$ cat config.mk
export PLATFORM = sky130hd
export DESIGN_NAME = mult_div_seq
export DESIGN_NICKNAME = d
export VERILOG_FILES = /design/src/rtl/mult_div_seq.sv
export SDC_FILE = /design/constraint.sdc
export NUM_CORES = 1
export LEC_CHECK = 0
export BUFFER_PORTS_ARGS = -buffer_cell sky130_fd_sc_hd__buf_2
export CORE_AREA = 5 5 177 162
export DETAILED_ROUTE_END_ITERATION = 16
export DIE_AREA = 0 0 182 167
export PLACE_DENSITY = 0.93
export SLEW_MARGIN = 30
export SYNTH_ARGS = -nofsm -noshare
export SYNTH_HDL_FRONTEND = slang
export SYNTH_SLANG_ARGS = --single-unit
export TNS_END_PERCENT = 30
$ cat constraint.sdc
create_clock -name clk -period 4.6 [get_ports clk]
set_input_delay 0.23 -clock clk [delete_from_list [all_inputs] [get_ports clk]]
set_output_delay 0.23 -clock clk [all_outputs]
set_load 0.03 [all_outputs]
$ cat src/rtl/mult_div_seq.sv
// Iterative signed MULT/DIV sequencer for the HI/LO unit. It runs a shift-add multiply or a
// restoring divide over WIDTH steps, then applies the sign correction and writes HI/LO.
module mult_div_seq #(
    parameter int unsigned WIDTH = 32,
    parameter int unsigned CNT_W = 6
) (
    input  logic             clk,
    input  logic             reset,
    input  logic             start,
    input  logic             op,
    input  logic             abort,
    input  logic [WIDTH-1:0] a,
    input  logic [WIDTH-1:0] b,
    output logic             busy,
    output logic             done,
    output logic             div_zero,
    output logic [WIDTH-1:0] hi,
    output logic [WIDTH-1:0] lo
);

    typedef enum logic [1:0] {StIdle, StRun, StFix} state_e;

    localparam logic [CNT_W-1:0] LastCnt = CNT_W'(WIDTH - 1);

    state_e             state_q, state_d;
    logic [CNT_W-1:0]   cnt_q, cnt_d;
    logic               op_q, op_d;
    logic               sign_p_q, sign_p_d;
    logic               sign_r_q, sign_r_d;
    logic [WIDTH-1:0]   opb_q, opb_d;
    logic [2*WIDTH-1:0] acc_q, acc_d;
    logic [WIDTH-1:0]   rem_q, rem_d;
    logic               done_q, done_d;
    logic               div_zero_q, div_zero_d;
    logic [WIDTH-1:0]   hi_q, hi_d;
    logic [WIDTH-1:0]   lo_q, lo_d;

    logic [WIDTH-1:0]   abs_a, abs_b;
    logic [WIDTH:0]     mul_sum;
    logic [2*WIDTH-1:0] mul_next;
    logic [WIDTH:0]     div_shift;
    logic [WIDTH:0]     div_trial;
    logic [2*WIDTH-1:0] prod_neg;
    logic [WIDTH-1:0]   quot_neg, rem_neg;

    assign abs_a = a[WIDTH-1] ? -a : a;
    assign abs_b = b[WIDTH-1] ? -b : b;

    // MULT: acc = {partial product, remaining multiplier bits}, shifted right each step.
    assign mul_sum  = {1'b0, acc_q[2*WIDTH-1:WIDTH]} + {1'b0, opb_q};
    assign mul_next = acc_q[0] ? {mul_sum, acc_q[WIDTH-1:1]} : {1'b0, acc_q[2*WIDTH-1:1]};

    // DIV: acc low half holds the dividend, with quotient bits shifting in from the right.
    assign div_shift = {rem_q, acc_q[WIDTH-1]};
    assign div_trial = div_shift - {1'b0, opb_q};

    assign prod_neg = -acc_q;
    assign quot_neg = -acc_q[WIDTH-1:0];
    assign rem_neg  = -rem_q;

    always_comb begin
        state_d    = state_q;
        cnt_d      = cnt_q;
        op_d       = op_q;
        sign_p_d   = sign_p_q;
        sign_r_d   = sign_r_q;
        opb_d      = opb_q;
        acc_d      = acc_q;
        rem_d      = rem_q;
        done_d     = 1'b0;
        div_zero_d = 1'b0;
        hi_d       = hi_q;
        lo_d       = lo_q;

        unique case (state_q)
            StIdle: begin
                if (start && !abort) begin
                    if (op && (b == '0)) begin
                        done_d     = 1'b1;
                        div_zero_d = 1'b1;
                    end else begin
                        state_d  = StRun;
                        cnt_d    = '0;
                        op_d     = op;
                        sign_p_d = a[WIDTH-1] ^ b[WIDTH-1];
                        sign_r_d = a[WIDTH-1];
                        opb_d    = op ? abs_b : abs_a;
                        acc_d    = {{WIDTH{1'b0}}, (op ? abs_a : abs_b)};
                        rem_d    = '0;
                    end
                end
            end
            StRun: begin
                if (abort) begin
                    state_d = StIdle;
                    done_d  = 1'b1;
                end else begin
                    cnt_d = cnt_q + 1'b1;
                    if (op_q) begin
                        if (!div_trial[WIDTH]) begin
                            rem_d = div_trial[WIDTH-1:0];
                        end else begin
                            rem_d = div_shift[WIDTH-1:0];
                        end
                        acc_d = {acc_q[2*WIDTH-1:WIDTH], acc_q[WIDTH-2:0], ~div_trial[WIDTH]};
                    end else begin
                        acc_d = mul_next;
                    end
                    if (cnt_q == LastCnt) begin
                        state_d = StFix;
                    end
                end
            end
            StFix: begin
                state_d = StIdle;
                done_d  = 1'b1;
                if (!abort) begin
                    if (op_q) begin
                        lo_d = sign_p_q ? quot_neg : acc_q[WIDTH-1:0];
                        hi_d = sign_r_q ? rem_neg : rem_q;
                    end else begin
                        {hi_d, lo_d} = sign_p_q ? prod_neg : acc_q;
                    end
                end
            end
            default: begin
                state_d = StIdle;
            end
        endcase
    end

    always_ff @(posedge clk or negedge reset) begin
        if (!reset) begin
            state_q    <= StIdle;
            cnt_q      <= '0;
            op_q       <= 1'b0;
            sign_p_q   <= 1'b0;
            sign_r_q   <= 1'b0;
            opb_q      <= '0;
            acc_q      <= '0;
            rem_q      <= '0;
            done_q     <= 1'b0;
            div_zero_q <= 1'b0;
            hi_q       <= '0;
            lo_q       <= '0;
        end else begin
            state_q    <= state_d;
            cnt_q      <= cnt_d;
            op_q       <= op_d;
            sign_p_q   <= sign_p_d;
            sign_r_q   <= sign_r_d;
            opb_q      <= opb_d;
            acc_q      <= acc_d;
            rem_q      <= rem_d;
            done_q     <= done_d;
            div_zero_q <= div_zero_d;
            hi_q       <= hi_d;
            lo_q       <= lo_d;
        end
    end

    assign busy     = (state_q != StIdle);
    assign done     = done_q;
    assign div_zero = div_zero_q;
    assign hi       = hi_q;
    assign lo       = lo_q;

endmodule
==> results of run 1 <==
==> kinds of logic after synthesis <==
logic type      Yosys count  share of synthesized area [%]
buf+inv                 189                           4.78
flops                   205                           31.5
compound gates          663                           24.2
fa+ha+maj                71                           5.54
simple gates            672                           19.4
xor+xnor                208                           11.2
mux                      56                           3.48
==> cell usage after synthesis, types with 17 or more instances <==
| master | number | area, µm² |
|---|---|---|
| nand2_1 | 290 | 1090 |
| o21ai_0 | 268 | 1340 |
| dfrtp_1 | 205 | 5130 |
| a21oi_1 | 187 | 936 |
| nor2_1 | 135 | 507 |
| xor2_1 | 106 | 928 |
| xnor2_1 | 102 | 893 |
| clkbuf_1 | 98 | 368 |
| ha_1 | 69 | 863 |
| inv_1 | 61 | 229 |
| mux2i_1 | 51 | 510 |
| nand3_1 | 43 | 215 |
| o31ai_1 | 42 | 315 |
| nor3_1 | 34 | 170 |
| or3_1 | 31 | 194 |
| a21o_1 | 23 | 173 |
| or4_1 | 20 | 150 |
| o41ai_1 | 19 | 166 |
| a31oi_1 | 18 | 113 |
| nand2b_1 | 18 | 113 |
| o211ai_1 | 17 | 128 |
==> stage by stage <==
stage	worst slack (ns)	hold WS, ns	cells	total power [mW]
final	0.756	0.0574	2489	8.85
after global routing	0.599	0.0777	2489	9.33
after CTS	0.816	0.0428	2489	8.69
after detailed placement	0.839	0.393	2447	6.79
after global placement	0.947	0.388	2447	6.65
after floorplan	1.32	-0.0656	2064	5.62
==> power by group <==
group / internal (mW) / total, mW / switching [mW]
Combinational: 1.58 / 4.19 / 2.61
Sequential: 2.12 / 2.78 / 0.666
Clock: 1.11 / 1.87 / 0.759
Total: 4.81 / 8.85 / 4.04
==> routing by layer <==
metal  part of all wire (%)  track usage (%)  up-vias
met5                  0.026                0        -
met4                    4.3             12.5        2
met3                     11             6.39      166
met2                     44             49.0     1006
met1                     40             45.2     7697
li1                       -                -     7460
==> flip-flops by register name, summed over array words and instances, names as in the netlist <==
signal    cells
lo           32
op_q          1
state_q       2
sign_p_q      1
rem_q        32
acc_q        64
done          1
sign_r_q      1
opb_q        32
cnt_q         6
hi           32
div_zero      1
==> cells in the final DEF, fill, tap and decap left out, drive strengths merged, types with 4 or more instances in the layout <==
cell type	n
nand2	290
o31ai	44
nand2b	18
xnor2	102
a31oi	18
o21a	12
nor3	37
nor2	136
a311oi	5
o211ai	17
or4	23
o21ai	280
inv	62
a211o	4
xor2	106
clkbuf	35
o21bai	4
nand3	44
mux2	5
nand4	13
a221o	4
nor2b	12
mux2i	51
nand3b	9
and2	11
a211oi	10
o221ai	6
a21oi	187
or3	34
nor4	17
and3	16
buf	156
or2	7
ha	69
a21o	23
o41ai	22
dfrtp	205
==> worst max path at each step <==
stage                                 end  slack [ns]  depth (start not counted)
finish               acc_q[0]$_DFFE_PN0P_        0.76                         15
global route         acc_q[0]$_DFFE_PN0P_        0.60                         15
CTS                 rem_q[15]$_DFFE_PN0P_        0.82                         14
detailed placement  rem_q[15]$_DFFE_PN0P_        0.84                         14
global placement     acc_q[0]$_DFFE_PN0P_        0.95                         15
floorplan            acc_q[0]$_DFFE_PN0P_        1.32                         14
==> worst register-to-register path: stages (launching register included) <==
cell and delay [ns]:
dfrtp_1 0.45, inv_1 0.10, ha_1 0.23, fa_1 0.41
nand2b_1 0.19, a21oi_1 0.27, o21ai_1 0.15, o41ai_1 0.39
buf_4 0.21, o21ai_1 0.13, o21ai_1 0.24, xnor2_2 0.27
buf_12 0.29, mux2i_1 0.16, nand2_1 0.09, o221ai_1 0.10
==> layout make-up <==
cell class / instances / share of cell area, %
clock buffer: 34 / 3.73
clock inverter: 6 / 0.490
inverter: 61 / 1.28
multi-input combinational: 1670 / 58.3
sequential: 205 / 28.7
tap: 354 / 2.48
timing repair buffer: 159 / 4.94
==> repair_timing <==
action / in CTS / in global routing
hold endpoints to repair: 99 / 0
hold buffers: 2 / 0
setup buffers: 0 / 0
==> impl_results.md, run 1 <==
* Starting DRT DRC Count at 2406
* Largest net degree at the start of global routing at 112
* Total congestion overflow at 0
* Critical path buffers and inverters at 3
* CP arrival at 4.21 ns
* FF+latch count, synth at 205
* Drt drc at 0
* Worst-Skew Late Latency at 0.53 ns
* Max clock buf depth at 3
* Final min period at 3.84 ns
* Multi-input logic area at 0.0104 mm²
* DIE WIDTH at 182 µm
* Post-synth cell types at 78
* First-pass iteration count of the detailed router at 10
* Ys flop type: dfrtp_1
* Crit end category: flip-flop
* CP Launch Point: acc_q[31]$_DFFE_PN0P_
* Kind of critical path: reg2reg
* Final Setup Violations at 0
* Max_slew headroom at 37.2%
* YS warnings at 0
* FP Rows at 57
* Fin area at 0.0179 mm²
* Num ports at 136
* Worst r2r dst: acc_q[0]$_DFFE_PN0P_
* Reg2Reg Setup Slack at 0.76 ns
* Vias in the first global route at 15000
* Max H-tree Level at 1
* Slowest stage cell, crit path: dfrtp_1
* Required @ worst endpoint at 4.97 ns
* Layout cells sized above 1 at 11.1%
* WL per Instance at 20.4 µm
* Max capacitance violation total at 0
* Reg area at 0.00514 mm²
* HP Class: in2reg
* Placed cell area at 0.0171 mm²
* Hold Path Sink: state_q[1]$_DFFE_PN0P_
* Post-Route Setup TNS at 0 ns
* Clock transition at path regs at 0.06 ns
* Fill cell count at 2122
* R2r startpoint: acc_q[31]$_DFFE_PN0P_
* Nets at 2260
* Worst Path Max Fanout at 50
* Area growth, synth to finish at 9.58%
* Asr flop ratio synth at 100%
* Die ar. at 0.0304 mm²
* Final Cycle Share at 83.6%
* Initial Util at 61.3%
* Max Fclk at 260 MHz
* Status: completed
* Cts repair resizes at 0
* Leak pwr at 8.13 nW
* Most used cell, CP: o21ai_1
* Syn_nets at 2204
* Maximum VDD drop at 324 µV
* Worst-margin pin slew at 0.943 ns
* Final hold violation count at 0
* I/O Buffers at 135
* Finished Core Util at 67.2%
* Crit-path leading delay family: compound AO/OA/AOI/OAI gates
* Hold_sp: abort
* Cell Chain, Critical Path: inv_1 > ha_1 > fa_1 > nand2b_1 > a21oi_1 > o21ai_1 > o41ai_1 > buf_4 > o21ai_1 > o21ai_1 > xnor2_2 > buf_12 > mux2i_1 > nand2_1 > o221ai_1
* Post-Syn Area at 0.0163 mm²
* Sequential share of the synthesized area at 31.5%
* RSZ-0062 raised after global routing: false
* DP HPWL at 37400 µm
* DR vias/cell at 6.56
* Largest stage delay, worst path at 0.45 ns
* Gr usage total at 32.1%
* Number of synthesized flops with an enable pin at 0
* Cell count after synthesis at 2064
* DRT Wirelength at 50800 µm
* First-pass GRT wire length at 80700 µm
* Die H at 167 µm
* Initial antenna violation count at 1
* Final RePlAce weighted congestion at 1.01
* # diodes at 0
* CTS buffer count at 23
* PD cells at 495 mW/mm²
* Core Region at 0.0266 mm²
* CP startpoint kind: flip-flop
* CTS root buffer: clkbuf_16
* TritonCTS clock tree: built
* R2R depth at 15
* WHS Path Cells at 2
* Syn Area/Cell at 7.90 µm²
* Worst Skew at 0.0125 ns
* Fin. max-slew vios at 0
* CTS sink cnt at 205
* Vias after detailed routing at 16300
* Post-route antenna net violation count at 0
Note: power is estimated with default switching activity, not from simulation.
==> run 2, diff against run 1 <==
--- a/config.mk
+++ b/config.mk
@@ -6,10 +6,10 @@
 export NUM_CORES = 1
 export LEC_CHECK = 0
 export BUFFER_PORTS_ARGS = -buffer_cell sky130_fd_sc_hd__buf_2
-export CORE_AREA = 5 5 177 162
+export CORE_AREA = 5 5 186 170
 export DETAILED_ROUTE_END_ITERATION = 16
-export DIE_AREA = 0 0 182 167
-export PLACE_DENSITY = 0.93
+export DIE_AREA = 0 0 191 175
+export PLACE_DENSITY = 0.89
 export SLEW_MARGIN = 30
 export SYNTH_ARGS = -nofsm -noshare
 export SYNTH_HDL_FRONTEND = slang
==> constraint.sdc (replaced) <==
create_clock -name clk -period 3.2 [get_ports clk]
set_input_delay 0.16 -clock clk [delete_from_list [all_inputs] [get_ports clk]]
set_output_delay 0.16 -clock clk [all_outputs]
set_load 0.03 [all_outputs]
==> run 2 against run 1 <==
The flow now finishes with violations (setup timing). Highest routed layer unchanged. Sequential power up 36%. Critical endpoint is now rem_q[25]$_DFFE_PN0P_. First-iteration DRC count down 2.3%. Global-route usage down 1.8 points. Flip-flop and latch count unchanged. Maximum frequency up 20%. Critical path type unchanged. Via count up 2.7%.
==> impl_results.md, run 2 (synthesis gave the netlist of run 1 again) <==
* Kind of critical path: reg2reg
* Max H-tree Level at 1 (unchanged)
* Worst r2r dst: rem_q[25]$_DFFE_PN0P_
* Nets at 2362 (+4.5%)
* Worst-Skew Late Latency at 0.54 ns (about the same)
* Post-route antenna net violation count at 0 (unchanged)
* Largest Register: acc_q
* Crit end category: flip-flop
* WL per Instance at 20.1 µm (-1.4%)
* Maximum VDD drop at 559 µV (+72%)
* Most frequent cells in the layout: 289 x nand2_1, 265 x o21ai_0, 202 x dfrtp_1
* Vias after detailed routing at 16800 (+2.7%)
* Status: finished, violations left
* HP Class: in2reg
* Initial Util at 55.3% (-6.0 points)
* First-pass iteration count of the detailed router at 8 (-2)
* Total congestion overflow at 0 (unchanged)
* Final min period at 3.20 ns (-0.644 ns)
* Final Cycle Share at 100% (+16 points)
* Worst Skew at 0.0385 ns (+0.0260 ns)
* Drt drc at 0 (unchanged)
* Most common cell after layout, fill and taps aside: nand2_1
* WHS Path Cells at 4 (+2)
* Max_slew headroom at 36.4% (-0.72 points)
* Reg2Reg Setup Slack at -0.0006 ns (-0.76 ns)
* Leak pwr at 8.69 nW (+6.9%)
* Layout cells sized above 1 at 16.5% (+5.5 points)
* Die H at 175 µm (+4.8%)
* CP startpoint kind: flip-flop
* Max capacitance violation total at 0 (unchanged)
* Crit-path leading delay family: compound AO/OA/AOI/OAI gates
* Initial antenna violation count at 1 (unchanged)
* CTS sink cnt at 205 (unchanged)
* Required @ worst endpoint at 3.59 ns (-1.38 ns)
* Pre-CTS setup slack at -0.181 ns (-1.02 ns)
* Largest net degree at the start of global routing at 112 (unchanged)
* CTS root buffer: clkbuf_16
* Largest stage delay, worst path at 0.44 ns (about the same)
* Critical path buffers and inverters at 2 (-1)
* Setup WS post-layout at -0.000565 ns (-0.756 ns)
* Cell Chain, Critical Path: inv_1 > ha_2 > o21a_1 > o211ai_1 > a31oi_1 > a221o_2 > a211o_1 > a31oi_1 > buf_4 > nor2_1 > nor2_1 > xor2_1 > o211ai_1
* DR vias/cell at 6.35 (-3.2%)
* Post-Route Setup TNS at -0.000565 ns (-0.000565 ns)
* Core Region at 0.0295 mm² (+11%)
* Area growth, synth to finish at 16.2%
* Vias in the first global route at 15400 (+2.7%)
* R2R depth at 13 (-2)
* Final RePlAce weighted congestion at 1.05 (+4.5%)
* PD cells at 709 mW/mm² (+43%)
* Worst Path Max Fanout at 6 (-88%)
* DRT Wirelength at 53200 µm (+4.7%)
* Hold Path Sink: div_zero$_DFF_PN0_
* CP Launch Point: opb_q[5]$_DFFE_PN0P_
* I/O Buffers at 135 (unchanged)
* DIE WIDTH at 191 µm (+4.9%)
* Worst-margin pin slew at 0.953 ns (+0.0108 ns)
* Max clock buf depth at 3 (unchanged)
* First-pass GRT wire length at 83000 µm (+2.9%)
* Final hold violation count at 0 (unchanged)
* Hold_sp: b[31]
* Final Setup Violations at 1 (+1)
* DP HPWL at 40100 µm (+7.2%)
* TritonCTS clock tree: built
* Num ports at 136 (unchanged)
* Fin. max-slew vios at 0 (unchanged)
* RSZ-0062 raised after global routing: true
* Gr usage total at 30.4% (-1.8 points)
* CTS buffer count at 24 (+4.3%)
* Clock transition at path regs at 0.06 ns (about the same)
* R2r startpoint: opb_q[5]$_DFFE_PN0P_
* Die ar. at 0.0334 mm² (+10%)
* CP arrival at 3.59 ns (-0.62 ns)
* Largest register FFs at 64 (unchanged)
* Failing checks: setup timing
* FP Rows at 60 (+5.3%)
* # diodes at 0 (unchanged)
* Max Fclk at 312 MHz (+20%)
* Slowest stage cell, crit path: a221o_2
* Finished Core Util at 64.2% (-3.0 points)
* Starting DRT DRC Count at 2350 (-2.3%)
run 2: changes by cell type in the layout (fill, tap and decap cells not counted), sizes merged:
cell         delta
dlygate4sd3     +1
clkbuf          -2
clkinvlp        +1
buf           +100
inv             -1
clkinv          +4
run 2: how the worst max path moves through the flow:
stage	to	slack (ns)	depth (start not counted)
2_1_floorplan	rem_q[22]$_DFFE_PN0P_	-0.07	13
3_3_place_gp	rem_q[28]$_DFFE_PN0P_	-0.04	15
3_5_place_dp	rem_q[28]$_DFFE_PN0P_	-0.18	15
4_1_cts	hi[21]$_DFFE_PN0P_	-0.002	9
5_1_grt	hi[31]$_DFFE_PN0P_	-0.09	10
6_report	rem_q[25]$_DFFE_PN0P_	-0.0006	13
run 2: cell type report:
| class | instances | area [µm²] |
|---|---|---|
| clock inverter | 10 | 121 |
| multi-input combinational | 1670 | 10600 |
| clock buffer | 32 | 681 |
| timing repair buffer | 260 | 1700 |
| tap | 403 | 504 |
| sequential | 205 | 5140 |
| fill | 2444 | 10600 |
| inverter | 61 | 229 |
run 2: through the flow:
step	hold slack, ns	instance area [µm²]	cells	power [mW]
after global placement	0.227	17900	2593	10.0
after detailed placement	0.235	17900	2593	10.3
after global routing	0.0696	18900	2641	14.1
after CTS	0.0138	18800	2639	13.1
final	0.0429	18900	2641	13.4
after floorplan	-0.136	16300	2064	8.07
run 2: repair_timing:
item	CTS	global route
pin swaps	3	7
setup buffers	1	2
hold endpoints to repair	70	0
endpoints found under the setup margin	36	51
resized for setup	6	28
hold buffers	3	0
cloned	0	0
run 2: report_power, final:
group	switching, mW	total (mW)	internal (mW)
combinational	4.20	6.87	2.67
sequential	0.731	3.78	3.05
clock	1.13	2.78	1.66
run 2: per-layer routing:
| metal | track usage, % | share of wire [%] |
|---|---|---|
| met2 | 46.8 | 44 |
| met4 | 13.2 | 5.3 |
| met3 | 5.51 | 11 |
| met5 | 0 | 0.026 |
| met1 | 42.0 | 40 |
run 2: worst min-delay path, cell delays in order:
cell,delay (ns)
buf_2,0.09
nor4_1,0.05
nand3_1,0.12
nor4_1,0.09
